===== src/rtl/sram_controller.sv =====
// sram_controller: memory-stage responder that serves one 32-bit load or
// store as two consecutive 16-bit SRAM half-word accesses (low half first).
// The pipeline is frozen through ready until the whole access completes.
module sram_controller #(
  parameter int unsigned PHASE_CYCLES = 2
) (
  input  logic        clk,
  input  logic        rst,
  input  logic        mem_read,
  input  logic        mem_write,
  input  logic [31:0] address,
  input  logic [31:0] write_data,
  output logic [31:0] read_data,
  output logic        ready,
  output logic [17:0] sram_addr,
  output logic [15:0] sram_dq_out,
  input  logic [15:0] sram_dq_in,
  output logic        sram_dq_oe,
  output logic        sram_we_n
);

  localparam logic [1:0] IDLE = 2'd0;
  localparam logic [1:0] LOW  = 2'd1;
  localparam logic [1:0] HIGH = 2'd2;
  localparam logic [1:0] DONE = 2'd3;

  // Counter value on the final cycle of a half-word phase.
  localparam logic [3:0] LAST_CNT = 4'(PHASE_CYCLES - 1);

  logic [1:0]  state;
  logic [1:0]  state_nxt;
  logic [3:0]  cnt;
  logic [3:0]  cnt_nxt;
  logic [16:0] addr_lat;
  logic [31:0] data_lat;
  logic        op_write;

  logic        request;
  logic        phase_active;
  logic        phase_last;

  // Byte-lane and out-of-range address bits have no meaning for this SRAM.
  logic        unused_addr_bits;
  assign unused_addr_bits = ^{address[31:19], address[1:0]};

  assign request      = mem_read | mem_write;
  assign phase_active = (state == LOW) || (state == HIGH);
  assign phase_last   = phase_active && (cnt == LAST_CNT);

  // Next-state selection: each half-word phase ends on its last counted cycle.
  always_comb begin
    state_nxt = state;
    case (state)
      IDLE:    if (request)    state_nxt = LOW;
      LOW:     if (phase_last) state_nxt = HIGH;
      HIGH:    if (phase_last) state_nxt = DONE;
      DONE:                    state_nxt = IDLE;
      default:                 state_nxt = IDLE;
    endcase
  end

  // Phase counter restarts on every state entry so it never wraps in a phase.
  always_comb begin
    cnt_nxt = '0;
    if (phase_active && (state_nxt == state)) begin
      cnt_nxt = cnt + 4'd1;
    end
  end

  // State and phase counter registers.
  always_ff @(posedge clk or negedge rst) begin
    if (!rst) begin
      state <= IDLE;
      cnt   <= '0;
    end else begin
      state <= state_nxt;
      cnt   <= cnt_nxt;
    end
  end

  // Capture the request once in IDLE; later input changes cannot alter it.
  always_ff @(posedge clk or negedge rst) begin
    if (!rst) begin
      addr_lat <= '0;
      data_lat <= '0;
      op_write <= 1'b0;
    end else if ((state == IDLE) && request) begin
      addr_lat <= address[18:2];
      data_lat <= write_data;
      op_write <= mem_write;
    end
  end

  // SRAM address/data are loaded one cycle ahead of each phase so they are
  // stable for the whole phase, and simply hold through DONE and IDLE.
  always_ff @(posedge clk or negedge rst) begin
    if (!rst) begin
      sram_addr   <= '0;
      sram_dq_out <= '0;
    end else if ((state == IDLE) && request) begin
      sram_addr   <= {address[18:2], 1'b0};
      sram_dq_out <= write_data[15:0];
    end else if ((state == LOW) && phase_last) begin
      sram_addr   <= {addr_lat, 1'b1};
      sram_dq_out <= data_lat[31:16];
    end
  end

  // Load result: each half is sampled on the last cycle of its phase.
  always_ff @(posedge clk or negedge rst) begin
    if (!rst) begin
      read_data <= '0;
    end else if (!op_write && phase_last) begin
      if (state == LOW) begin
        read_data[15:0] <= sram_dq_in;
      end else begin
        read_data[31:16] <= sram_dq_in;
      end
    end
  end

  // Bus drive and write strobe; the strobe is released on each phase's last
  // cycle so the data is held past the rising edge of we_n.
  always_comb begin
    sram_dq_oe = op_write && phase_active;
    sram_we_n  = !(op_write && phase_active && (cnt != LAST_CNT));
  end

  // Pipeline handshake: free when idle with nothing pending, or on completion.
  always_comb begin
    ready = ((state == IDLE) && !request) || (state == DONE);
  end

endmodule


===== config.mk =====
export PLATFORM = sky130hd
export DESIGN_NAME = sram_controller
export DESIGN_NICKNAME = d
export VERILOG_FILES = /design/src/rtl/sram_controller.sv
export SDC_FILE = /design/constraint.sdc
export NUM_CORES = 1
export LEC_CHECK = 0
export BUFFER_PORTS_ARGS = -buffer_cell sky130_fd_sc_hd__buf_2
export CORE_ASPECT_RATIO = 1.75
export CORE_MARGIN = 8
export CORE_UTILIZATION = 28
export DETAILED_ROUTE_END_ITERATION = 7
export HOLD_SLACK_MARGIN = 0.1
export MAX_ROUTING_LAYER = met4
export PLACE_DENSITY_LB_ADDON = 0.25
export SLEW_MARGIN = 25
export SYNTH_ARGS = -nofsm -noshare
export SYNTH_HDL_FRONTEND = slang
export SYNTH_SLANG_ARGS = --single-unit

===== constraint.sdc =====
create_clock -name clk -period 2.66 [get_ports clk]
set_input_delay 0.266 -clock clk [delete_from_list [all_inputs] [get_ports clk]]
set_output_delay 0.266 -clock clk [all_outputs]
set_load 0.01 [all_outputs]

Word level (Yosys, flattened, before mapping)
Index checks and enable logic that the tools add are counted.
{"block": "word_totals", "register_bits": 122, "output_inout_bits": 69, "elab_cells": 44, "inputBits": 84}
{"block": "op_classes", "reduce_logical": 17, "add_sub_neg": 1, "n_eq_ne": 6, "muxes": 9, "n_bitwise": 2}
{"cell": "18-bit 2-to-1 mux", "count": 2}
{"cell": "16-bit 2-to-1 mux", "count": 2}
{"cell": "1-bit logical AND", "count": 8}
{"cell": "2-bit case mux with 4 select lines", "count": 1}
{"cell": "2-bit 2-to-1 mux", "count": 3}
{"cell": "4-bit by 1-bit adder with 4-bit output (second input constant)", "count": 1}
{"cell": "2-bit == test (second input constant)", "count": 2}
{"cell": "4-bit by 1-bit == test with 1-bit output (second input constant)", "count": 1}
{"cell": "4-bit 2-to-1 mux", "count": 1}
{"cell": "4-bit by 1-bit != test with 1-bit output (second input constant)", "count": 1}
{"cell": "2-bit AND reduction", "count": 2}
{"cell": "1-bit zero test", "count": 3}
{"cell": "2-bit by 1-bit == test with 1-bit output (second input constant)", "count": 1}
{"cell": "2-bit == test", "count": 1}
{"cell": "2-bit zero test", "count": 1}
{"cell": "1-bit logical OR", "count": 2}
{"cell": "2-bit nonzero test", "count": 1}
{"cell": "1-bit NOT", "count": 1}
{"cell": "1-bit bitwise OR", "count": 1}

Logic depth before layout (Yosys ltp)
Gate-level depths: netlist (run 1).
{"block": "depth", "ltp_word": 8, "ltp_mapped": 8, "mapped_depth_nobuf": 5}

Least setup slack after synthesis (run 1)
No wires, ideal clock.
{"block": "synth_timing", "kind": "register to register", "startpoint": "register state[0]", "endpoint": "register read_data[21]", "setup_time_ns": 0.125, "setup_slack_ns": 0.618, "required_time_ns": 2.535, "t_arrival_ns": 1.917, "period_less_slack_ns": 2.042, "path_buffers": 1, "path_stages_with_launch": 7, "cell_sequence": "dfrtp_1 inv_1 ha_1 nand4bb_4 nor3_2 buf_4 mux2_2"}
{"block": "synth_via", "elab_chain_cells": 5, "elab_cells_between_ends": 7, "classes_between": "2 x eq/ne; 1 x bitwise; 4 x reduce/logical"}
{"element": "from (decl)", "line": "30", "rtl": "logic [1:0] state;"}
{"element": "from (signal assigned)", "line": "76", "rtl": "state <= state_nxt;"}
{"element": "2-bit by 1-bit == test with 1-bit output / 2-bit == test (equally long branches)", "line": "47, 114"}
{"element": "1-bit logical OR", "line": "47", "rtl": "assign phase_active = (state == LOW) || (state == HIGH);"}
{"element": "1-bit logical AND", "line": "48", "rtl": "assign phase_last = phase_active && (cnt == LAST_CNT);"}
{"element": "1-bit logical AND", "line": "113", "rtl": "end else if (!op_write && phase_last) begin"}
{"element": "2-bit AND reduction (no line) *"}
{"element": "to (signal assigned)", "line": "117", "rtl": "read_data[31:16] <= sram_dq_in;"}
{"element": "to (decl)", "line": "13", "rtl": "output logic [31:0] read_data,"}
Every way passes the cells marked *; elsewhere a longest branch is shown, timed or not.
A chain may end at the register's enable or synchronous reset.

Worst setup path after layout (run 1)
{"block": "layout_timing", "startpoint": "register state[1]", "endpoint": "register read_data[13]"}
Same word-level chain as after synthesis.

==> results of run 1 <==
cell type report:
class,instances,area share
Timing Repair Buffer,151,0.144
Sequential cell,106,0.454
Multi-Input combinational cell,293,0.305
Inverter,6,0.00386
Antenna cell,1,0.000429
Clock buffer,11,0.0433
Clock inverter,5,0.00772
Tap cell,192,0.0412
state kept, by name (all words and copies together), names as in the netlist:
| register | count |
|---|---|
| cnt | 4 |
| op_write | 1 |
| sram_addr | 18 |
| addr_lat | 17 |
| read_data | 32 |
| data_lat | 16 |
| state | 2 |
| sram_dq_out | 16 |
report_power, final:
part,internal [mW],switching (mW)
clock,0.701,0.619
sequential,2.40,0.424
combinational,1.36,1.90
metrics by stage:
step | total power [mW] | worst slack (ns) | area [um2] | hold slack, ns
CTS | 7.58 | 0.312 | 5830 | 0.108
global placement | 6.10 | 0.356 | 5510 | 0.361
detailed placement | 6.20 | 0.309 | 5510 | 0.366
global route | 8.02 | 0.203 | 5840 | 0.126
finish | 7.40 | 0.364 | 5840 | 0.123
floorplan | 4.88 | 0.618 | 4570 | -0.0296
kinds of logic (layout without fill, tap and decap cells):
kind of cell,count (synthesis),after routing
and+or+nand+nor,170,170
DFF,106,106
AOI/OAI and AO/OA,82,82
buffers and inverters,36,173
muxes,32,32
adders and majority gates,6,6
xor gates and xnor gates,3,3
other,0,1
cells in the mapped netlist, drive strengths merged (2+ instances only):
library cell	count	area (um2)
buf	12	77.6
a21oi	17	85.1
a211oi	4	30.0
inv	6	22.5
clkbuf	18	67.6
dfrtp	106	2650
o211ai	18	135
nor2	19	73.8
nand2b	2	12.5
nand4	17	106
o22ai	2	12.5
ha	6	75.1
a221oi	2	17.5
a31oi	16	100
xnor2	2	17.5
nand2	122	458
o21ai	18	90.1
or3b	2	17.5
o21a	2	15.0
nor3	2	15.0
mux2	32	398
final timing paths:
| check | depth (start not counted) | end |
|---|---|---|
| min in group asynchronous | 2 | addr_lat[10]$_DFFE_PN0P_ |
| setup reg to reg | 6 | read_data[13]$_DFFE_PN0P_ |
| hold / removal | 3 | data_lat[31]$_DFFE_PN0P_ |
| max in group asynchronous | 3 | data_lat[23]$_DFFE_PN0P_ |
| hold reg to reg | 2 | data_lat[18]$_DFFE_PN0P_ |
| setup / recovery | 6 | read_data[13]$_DFFE_PN0P_ |
metal layers:
layer | global-route usage | wire, um | vias up
li1 | - | - | 1762
met1 | 0.147 | 5500 | 1757
met2 | 0.209 | 6360 | 99
met3 | 0.0317 | 591 | 14
met4 | 0.0451 | 233 | 0
met5 | - | 0 | -
worst min-delay path, stage by stage:
cell	delay, ns
sky130_fd_sc_hd__buf_2	0.07
sky130_fd_sc_hd__nand2_1	0.04
sky130_fd_sc_hd__nand2_1	0.05
==> results, run 1 <==
- The number of hold-repair buffers added at the cts stage is 3.
- The biggest cell delay along the critical path is 0.46 ns.
- The final weighted congestion in routability-driven placement is approximately 0.77.
- The type of the most critical hold path is input pin to flop.
- The most frequent standard cell in the layout excluding fill and tap cells is sky130_fd_sc_hd__buf_2.
- For flop-to-flop paths, the worst setup slack is roughly 0.36 ns.
- The proportion of register bits with asynchronous set or reset after synthesis is 1.00.
- The number of distinct standard cells referenced by the synthesized netlist is 40.
- The count of final setup violators is 0.
- The post-synthesis compound-gate area fraction is 0.111.
- The adder and majority cell fraction of the synthesized area is 0.0164.
- The global-route wire length before repair is between 20000 and 25000 um.
- The H-tree was split into 3 levels.
- Clock latency on the worst-skew pair, taken at its later pin, is 0.34 ns.
- After clock tree synthesis, the repair step resized 0 gates.
- For this run, the number of standard cells in the final layout without fillers is about 770.
- The initial antenna violation count is 1.
- For the worst setup path, the data arrival time is 2.52 ns.
- The filler cell count in the final layout is about 1700.
- STA classifies the critical path endpoint as a flop.
- The combinational family with the most area after synthesis is simple AND/OR/NAND/NOR gates.
- The max-capacitance violation count is 0.
- For this configuration, the core starts out at a cell density of 0.282.
- For this run, the top clock speed supported by timing is 436 MHz.
- In the final layout, the share of cells above drive strength 1 is 0.360.
- The multi-input logic area is approximately 1800 um2.
- The first routing iteration left ~140 violations.
- Pin placement for this block handled ~150 I/O pins.
- The count of nets left with antenna violations after detail routing is 0.
- On the critical path the largest part of the delay comes from buffers and inverters.
- The wire length per cell after detailed routing is between 15 and 20 um.
- Of the total synthesized cell area, the portion taken by AND, OR, NAND and NOR gates is 0.163.
- The final hold violation count is 0.
- For the pin with the worst max-slew slack, the measured transition is 0.798 ns.
- The total congestion overflow is 0.
- The portion of netlist area occupied by mux cells is 0.0870.
- Buffers added to address setup during post-CTS repair amount to 0.
- The floorplan has 62 rows.
- The critical path goes through inv_1 > ha_2 > inv_2 > or3_1 > buf_4 > mux2_4.
- The worst-case clock skew is about 0.011 ns.
- The count of vias placed by the detailed router is about 3600.
- The largest fanout of any net on the critical path is 18.
- The category of the worst setup path launch point is a flop.
- For this run, design rule violations remaining after detail routing come to 0.
- The beginning of the critical path is state[1]$_DFF_PN0_.
- The final standard cell utilization of the core is 0.360.
- The worst setup path is of the flop to flop kind.
- The total clock sinks is 106.
- The number of nets in the synthesized netlist is ~530.
- The floorplan step set the die width to 113 um.
- In the synthesized netlist the dominant register cell turns out to be sky130_fd_sc_hd__dfrtp_1.
- The synthesized area per cell is 10.5 um2.
- Entering global routing, the biggest net connects 56 pins.
- In this run the static leakage power is about 2.8 nW.
- Of the available clock period, the critical path in the final layout requires 0.863.
- The clock passes through at most 2 buffers.
- The overall global routing resource usage is 0.127.
- TritonCTS built the clock tree.
- The layout overhead on the synthesized area is 27.6%.
- In this run the tightest slew margin relative to its limit is 0.466.
- In this run the clock root is driven by a sky130_fd_sc_hd__clkbuf_16.
- For this block, the routed nets add up to ~13000 um of wire.
- The cell count after synthesis came out at 435.
- The die covers between 20000 and 25000 um2.
- In this run the vertical extent of the chip is between 150 and 200 um.
- The via count of the first global-routing pass is 3889.
- The number of pins exceeding their max-slew limit in the final report is 0.
- The cell area that synthesis handed to floorplanning was between 4000 and 5000 um2.
- The final total negative setup slack is 0 ns.
- Setup repair after global routing left no endpoint under its margin.
- The number of buffer cells added on primary ports is 137.
- The vias per cell is between 4 and 5.
- The net count of the finished layout is ~660.
- The number of buffers and inverters on the critical path is 3.
- The first-pass iteration count of the detailed router is 4.
- The worst-case IR drop observed on VDD is between 0.4 and 0.5 mV.
- Once detailed placement completed, the half-perimeter wirelength came to 8940 um.
- The number of flops mapped to enable cells by yosys is 0.
- After synthesis the netlist holds a flip-flop and latch count of about 110.
- In the layout the commonest cells are 136 x sky130_fd_sc_hd__buf_2, 122 x sky130_fd_sc_hd__nand2_1, 106 x sky130_fd_sc_hd__dfrtp_1.
- On the critical path, the stage with the largest delay is an instance of sky130_fd_sc_hd__dfrtp_1.
- Data on the critical path is required at its endpoint by approximately 2.9 ns.
- The flow ran to the end, and the final reports show no timing, DRC or antenna violations.
- In this run, CTS created clock tree buffers numbering 9.
- The startpoint of the most critical register-to-register path is state[1]$_DFF_PN0_.
- Dividing total power by cell area gives a power density of between 1000 and 1500 nW/um2.
- For this run, the number of Yosys warnings is 0.
- The instance count after placement with tap cells included is ~750.
- In the final layout, flip-flops and latches occupy 2650 um2.
- For this run, the register share of the synthesized area comes to 0.580.
- In this run the most critical hold path is launched from write_data[31].
- Of the total synthesized cell area, the portion taken by XOR and XNOR cells is 0.00575.
- The shortest period the worst path allows is 2.30 ns.
- The floorplan step defined a core boundary enclosing roughly 16000 um2.
- The clock transition at the registers of the reported paths is approximately 0.070 ns.
(Power assumes the default switching activity.)
==> run 2, diff against run 1 <==
Settings changed: CORE_UTILIZATION 28 to 50, PLACE_DENSITY_LB_ADDON 0.25 to 0.3.
==> results, run 2 (synthesis results as in run 1) <==
- The number of buffers inserted to repair setup after CTS is 0.
- The number of gates resized after CTS was 0.
- The largest register by flop count is read_data.
- The worst setup path is of the flop to flop kind.
- The flip-flop count of the largest register, all copies and words added is 32.
- The maximum buffer depth of the clock tree is 2.
- Setup repair after global routing left no endpoint under its margin.
- The most critical setup path has its startpoint at state[1]$_DFF_PN0_.
- The clock transition at the registers of the reported paths is 0.07 ns.
- After detailed routing, the average wire length per cell comes to around 16 um.
- The largest fanout of any net on the critical path is 19.
- In the routed design, unresolved DRC markers number 0.
- The type of the most critical hold path is input pin to flop.
- Across the VDD grid, the largest voltage drop is between 0.7 and 0.8 mV.
- The root buffer cell is sky130_fd_sc_hd__clkbuf_16.
- The library cells used most frequently in the layout, excluding fill and tap cells, are 136 x sky130_fd_sc_hd__buf_2, 122 x sky130_fd_sc_hd__nand2_1, 106 x sky130_fd_sc_hd__dfrtp_1.
- At the worst endpoint, the required time is 2.88 ns.
- The initial antenna violation count came to 0.
- The area of the die is 12600 um2.
- The number of pins exceeding their max-slew limit in the final report came to 0.
- The number of hold-repair buffers added at the cts stage is 1.
- TritonCTS built the clock tree.
- The total leakage power is roughly 2.8 nW.
- The transition time of the tightest slew-check pin is between 0.8 and 0.9 ns.
- In this run the critical register-to-register path is launched from state[1]$_DFF_PN0_.
- Before CTS, the worst setup slack after placement is between 0.3 and 0.4 ns.
- The via count of the first global-routing pass was 3784.
- The global-route wire length before repair is ~18000 um.
- Dividing the final minimum period by the clock period gives 0.858.
- The vias per cell is 5.28.
- Adding up every negative setup slack in the final design gives 0 ns.
- The category of the worst setup path launch point is a flop.
- The type of destination of the critical path is a flop.
- The total clock sinks is 106.
- The horizontal die dimension is around 88 um.
- The highest clock rate is about 440 MHz.
- The first routing iteration left 137 violations.
- Setup violations remaining at the end of the flow were counted as 0.
- The first-pass iteration count of the detailed router is 5.
- The detail route stage leaves a number of antenna-violating nets equal to 0.
- After floorplanning, the core was sized to cover around 9000 um2.
- The final hold violation count is 0.
- The clock buffer count from CTS is 9.
- The wire-length estimate of the detail-placed layout is 8180 um.
- The H-tree was split into 3 levels.
- Max-cap violations in this run came to 0.
- In this run the tightest slew margin relative to its limit is 0.427.
- The shortest period the worst path allows is around 2.3 ns.
- The filler cell count in the final layout is about 770.
- The count of placed standard cells in the final layout, fillers left out is 690.
- The layout overhead on the synthesized area is 24.7%.
- Data on the critical path arrives at its endpoint at 2.50 ns.
- The number of diodes is 0.
- In the final layout, the registers with the most flip-flops are read_data (32), sram_addr (18), addr_lat (17).
- The initialized floorplan defines 46 standard-cell rows.
- The worst-case clock skew is between 0.009 and 0.01 ns.
- The insertion delay to the later sink of the worst-skew pair is 0.33 ns.
- Of the cells placed in the final design, the portion with a size suffix greater than 1 is 0.361.
- The worst path meets setup with around 0.38 ns of slack.
- The power density over the cells is roughly 1300 nW/um2.
- The starting density of the core is 0.509.
- The net count of the finished layout is ~660.
- The run finished with clean final reports.
- In this run the count of I/O pins placed on the die edge is around 150.
- The pin count of the biggest net entering global routing is 68.
- In this run the vertical extent of the chip is between 100 and 150 um.
- The number of buffer cells added on primary ports is about 140.
- The most frequent standard cell in the layout excluding fill and tap cells is sky130_fd_sc_hd__buf_2.
- The routed wire length is 11000 um.
- Counting tap cells, the placed design contains a total of just under 700 instances.
- After global routing the overflow that remains totals 0.
- For this run, the total global-route usage over all layers was measured as 0.191.
- Routability-driven placement finished with a final weighted congestion of between 0.7 and 0.8.
- The count of vias placed by the detailed router is 3641.
- The origin of the worst min-delay path is write_data[16].
run 2: cell types whose count changed in the layout (fill, tap and decap cells not counted):
cell	before	now
sky130_fd_sc_hd__buf_12	3	1
sky130_fd_sc_hd__buf_4	9	11
sky130_fd_sc_hd__bufinv_16	0	1
sky130_fd_sc_hd__clkbuf_8	2	1
sky130_fd_sc_hd__clkinv_2	0	2
sky130_fd_sc_hd__clkinv_4	2	0
sky130_fd_sc_hd__clkinvlp_4	1	2
sky130_fd_sc_hd__diode_2	1	0
sky130_fd_sc_hd__dlygate4sd3_1	3	1
sky130_fd_sc_hd__inv_8	1	0
run 2: layout make-up:
cell class / instances / area (um2) / area share
multi-input combinational: 293 / 1780 / 0.313
timing repair buffer: 149 / 793 / 0.139
clock inverter: 6 / 63.8 / 0.0112
sequential: 106 / 2650 / 0.465
clock buffer: 10 / 239 / 0.0419
inverter: 6 / 22.5 / 0.00395
tap: 120 / 150 / 0.0263
run 2: through the flow:
| stage | power, mW | cell area, um2 | hold WS, ns | utilization |
|---|---|---|---|---|
| after CTS | 7.38 | 5700 | 0.120 | 0.635 |
| after global placement | 5.92 | 5390 | 0.420 | 0.600 |
| after global routing | 7.88 | 5700 | 0.133 | 0.635 |
| after detailed placement | 6.05 | 5390 | 0.427 | 0.600 |
| final | 7.28 | 5700 | 0.134 | 0.635 |
| after floorplan | 4.88 | 4570 | -0.0296 | - |
run 2: path summary, 6_finish.rpt:
check | endpoint | slack, ns | depth (start not counted)
worst min-delay path | data_lat[16]$_DFFE_PN0P_ | 0.13 | 3
worst max register to register | read_data[10]$_DFFE_PN0P_ | 0.38 | 6
max in group asynchronous | read_data[11]$_DFFE_PN0P_ | 1.35 | 3
worst min register to register | data_lat[23]$_DFFE_PN0P_ | 0.47 | 2
min in group asynchronous | read_data[10]$_DFFE_PN0P_ | 0.59 | 2
worst max-delay path | read_data[10]$_DFFE_PN0P_ | 0.38 | 6
run 2: worst max-delay path, stage by stage (launching register included):
cell	delay (ns)
sky130_fd_sc_hd__dfrtp_1	0.46
sky130_fd_sc_hd__inv_1	0.11
sky130_fd_sc_hd__ha_2	0.41
sky130_fd_sc_hd__inv_2	0.22
sky130_fd_sc_hd__or3_1	0.40
sky130_fd_sc_hd__buf_4	0.23
sky130_fd_sc_hd__mux2_4	0.33
run 2: routing by layer:
metal	GRT usage	up-vias	part of all wire
li1	-	1760	-
met1	0.222	1757	0.42
met2	0.311	114	0.50
met3	0.0411	10	0.069
met4	0.0744	0	0.014
met5	-	-	0
run 2: report_power, final:
group / switching [mW] / internal (mW)
clock network: 0.551 / 0.755
registers: 0.424 / 2.41
logic: 1.84 / 1.31
==> run 3, diff against run 2 <==
Settings changed: ABC_AREA set to 1, CORE_UTILIZATION 50 to 28.
==> results, run 3 <==
- The flow ran to the end, and the final reports show no timing, DRC or antenna violations.
- The register with the most flip-flops in the layout has 32 of them.
- Setup repair after global routing left no endpoint under its margin.
- Adding up every negative setup slack in the final design gives 0 ns.
- The type of destination of the critical path is a flop.
- The gate count after technology mapping is between 400 and 500.
- Setup violations remaining at the end of the flow were counted as 0.
- The tightest hold path in the finished design has a slack of 0.124 ns.
- In the synthesized netlist, the cells that appear most often are 133 x sky130_fd_sc_hd__nand2_1, 106 x sky130_fd_sc_hd__dfrtp_1, 49 x sky130_fd_sc_hd__nor2_1.
- Buffers inserted during clock tree synthesis total 9.
- The data arrival time at the worst-slack endpoint is ~2.3 ns.
- On the critical path the largest part of the delay comes from simple AND/OR/NAND/NOR gates.
- The internal power of the cells is a little over 4 mW.
- The final worst-path setup slack is between 0.5 and 0.6 ns.
- In the layout the commonest cells are 136 x sky130_fd_sc_hd__buf_2, 132 x sky130_fd_sc_hd__nand2_1, 106 x sky130_fd_sc_hd__dfrtp_1.
- Across all layers, the routed design uses 3410 vias.
- The number of nets in the synthesized netlist is 534.
- The logic gate share of total power is 0.400.
- Clock-pin slew was measured on the worst setup and hold paths at ~0.080 ns.
- The highest clock rate is ~480 MHz.
- The slowest cell on the critical path is sky130_fd_sc_hd__dfrtp_1.
- The sequential fraction of design power is 0.410.
- For this run, the slowest stage of the critical path takes ~0.45 ns.
- The number of placed instances, taps included, is about 750.
- The synthesized area per cell is between 9 and 10 um2.
- Ranked by total cell area, the synthesized netlist is headed by sky130_fd_sc_hd__dfrtp_1 62%, sky130_fd_sc_hd__nand2_1 12%, sky130_fd_sc_hd__a31oi_1 4.8%.
- The horizontal die dimension is roughly 110 um.
- Prior to clock tree synthesis, the placed netlist has a worst setup slack of between 0.6 and 0.7 ns.
- The leading area contributor after synthesis is sky130_fd_sc_hd__dfrtp_1.
- The number of pins exceeding their max-slew limit in the final report is 0.
- Leaving out fill and tap cells, the most frequent cell in the layout is sky130_fd_sc_hd__buf_2.
- The level count of the clock H-tree is 3.
- The starting density of the core is 0.282.
- Counting flops per register, the top entry is read_data.
- ~150 I/O pins were placed.
- The proportion of register bits with asynchronous set or reset after synthesis is 1.00.
- The wire length per cell after detailed routing is 14.2 um.
- The root buffer cell is sky130_fd_sc_hd__clkbuf_16.
- The vias per cell is about 4.4.
- The worst-case clock skew is 0.00724 ns.
- The number of flops mapped to enable cells by yosys is 0.
- Together, buffers and inverters on the worst path number 2.
- The setup slack of the most critical reg-to-reg path is around 0.57 ns.
- Entering global routing, the biggest net connects 67 pins.
- Post-CTS timing repair inserted 0 buffers for setup.
- Summed over all layers, the routed wires come to 10900 um.
- The sum of internal, switching and leakage power is a little under 7 mW.
- The critical path class is flop to flop.
- Routability-driven placement finished with a final weighted congestion of approximately 0.82.
- The via count of the first global-routing pass was between 3000 and 4000.
- The fraction of layout instances using a drive strength above 1 is 0.340.
- The relative slew slack is 0.547.
- At the end of the flow the core is filled with cells to 0.359.
- The signal on the critical path passes through inv_1 > ha_1 > nand3_2 > or3_2 > buf_4 > nand2_1 > o21ai_2.
- The first TritonRoute pass finished after 6 iterations.
- The most numerous cell in the Yosys netlist is sky130_fd_sc_hd__nand2_1.
- The initial antenna violation count is 3.
- Row generation in the floorplan step produced 60 rows.
- STA puts the critical path data required time at ~2.9 ns.
- The peak supply drop is roughly 0.47 mV.
- The wire-length estimate of the detail-placed layout is approximately 8000 um.
- The first global-routing pass estimated about 18000 um of wire.
- From bottom edge to top edge, the die measures ~180 um.
- The layout overhead on the synthesized area is 27.3%.
- The largest registers in the layout are read_data (32), sram_addr (18), addr_lat (17).
- The die covers between 15000 and 20000 um2.
- The count of cells in the finished layout, fillers not included, comes to 771.
- The number of distinct standard cells referenced by the synthesized netlist is 26.
- After routing the design area is ~5500 um2.
- The transition time of the tightest slew-check pin is approximately 0.68 ns.
- Dividing the final minimum period by the clock period gives 0.784.
- In this run, the number of DRC markers left after iteration 0 of detailed routing was between 100 and 150.
- CTS saw approximately 110 sinks.
- The largest fanout of any net on the critical path is 32.
- The insertion delay to the later sink of the worst-skew pair is about 0.34 ns.
- The Yosys step of the flow raised 0 warnings.
- In the final design database the tool counted 667 nets.
- For this run, the leading register cell type out of synthesis is sky130_fd_sc_hd__dfrtp_1.
- The number of buffer cells added on primary ports is approximately 140.
- The max-capacitance violation count is 0.
- For this run, design rule violations remaining after detail routing come to 0.
- The share of power burned in the clock network is 0.190.
- Of the post-synthesis cell area, the dominant cell type holds 0.617.
- After synthesis the netlist holds a flip-flop and latch count of roughly 110.
- The sequential area share after synthesis is 0.617.
- TritonCTS built the clock tree.
- The category of the worst setup path launch point is a flop.
- The overall global routing resource usage is 0.117.
- Once placement finished, the instance area stood at roughly 5200 um2.
- Of the total power, the share spent switching nets is 0.390.
- The type of the most critical hold path is input pin to flop.
- The count of nets left with antenna violations after detail routing is 0.
- The total congestion overflow is 0.
- For this design the ratio of total power to cell area is between 1000 and 1500 nW/um2.
- Counting along the longest clock path gives a buffer depth of 2.
- Summing every instance area after synthesis gives roughly 4300 um2.
- The worst path needs 2.09 ns of the cycle, external delays included.
- The switching power summed over all nets is between 2 and 3 mW.
- The area inside the core boundary is ~15000 um2.
- The final hold violation count is 0.
- Summed over all cells, the static leakage comes to 2.77 nW.
-- run 3: cell count changes in the layout (fill, tap and decap cells not counted), sizes merged, moves of 4 or more --
cell,before,now
mux2,32,0
nand2,122,147
o211ai,18,0
buf,148,143
nand3,1,7
inv,7,27
a211oi,4,0
nor2,19,53
nand4,17,2
a31oi,16,33
-- run 3: power groups by stage --
stage | clock network [mW] | logic (mW) | registers [mW]
after floorplan | 0 | 1.54 | 2.99
after global placement | 0 | 2.69 | 2.77
after detailed placement | 0 | 2.77 | 2.80
after CTS | 1.35 | 2.78 | 2.78
after global routing | 1.40 | 3.06 | 2.86
final | 1.28 | 2.70 | 2.76
-- run 3: per-layer routing --
metal | vias up | GRT usage | share of wire
met1 | 1616 | 0.120 | 0.39
met3 | 15 | 0.0258 | 0.056
met5 | - | - | 0
met4 | 0 | 0.0543 | 0.028
met2 | 84 | 0.203 | 0.53
li1 | 1695 | - | -
-- run 3: cell families after synthesis --
group / synth area share
AND/OR/NAND/NOR: 0.206
flip-flops: 0.617
AO/OA/AOI/OAI: 0.104
buffers and inverters: 0.0515
adder cells (fa/ha/maj): 0.0175
XOR/XNOR: 0.00407
-- run 3: final cells by class --
| class | count | area (um2) |
|---|---|---|
| sequential | 106 | 2650 |
| tap | 186 | 233 |
| clock inverter | 6 | 50.0 |
| inverter | 25 | 93.8 |
| timing repair buffer | 144 | 768 |
| multi-input combinational | 291 | 1430 |
| clock buffer | 10 | 239 |
| fill | 1617 | 9770 |
| antenna | 3 | 7.51 |
-- run 3: final timing paths --
path                       cells past startpoint                    start                   endpoint
hold reg to reg                                2  addr_lat[6]$_DFFE_PN0P_    addr_lat[6]$_DFFE_PN0P_
setup reg to reg                               7       state[0]$_DFF_PN0_  read_data[16]$_DFFE_PN0P_
min in group asynchronous                      2                      rst  read_data[31]$_DFFE_PN0P_
hold / removal                                 3           write_data[23]   data_lat[23]$_DFFE_PN0P_
max in group asynchronous                      3                      rst         state[0]$_DFF_PN0_
setup / recovery                               7       state[0]$_DFF_PN0_  read_data[16]$_DFFE_PN0P_
-- run 3: tightest hold or removal path: cells and delay by family --
family | cells | cell delay (ns)
buf+inv | 1 | 0.08
simple gates | 2 | 0.09
-- run 3: what timing repair did --
item / in CTS / in global routing
endpoints found under the hold margin: 50 / 0
hold buffers: 1 / 0
resized for setup: 0 / 0
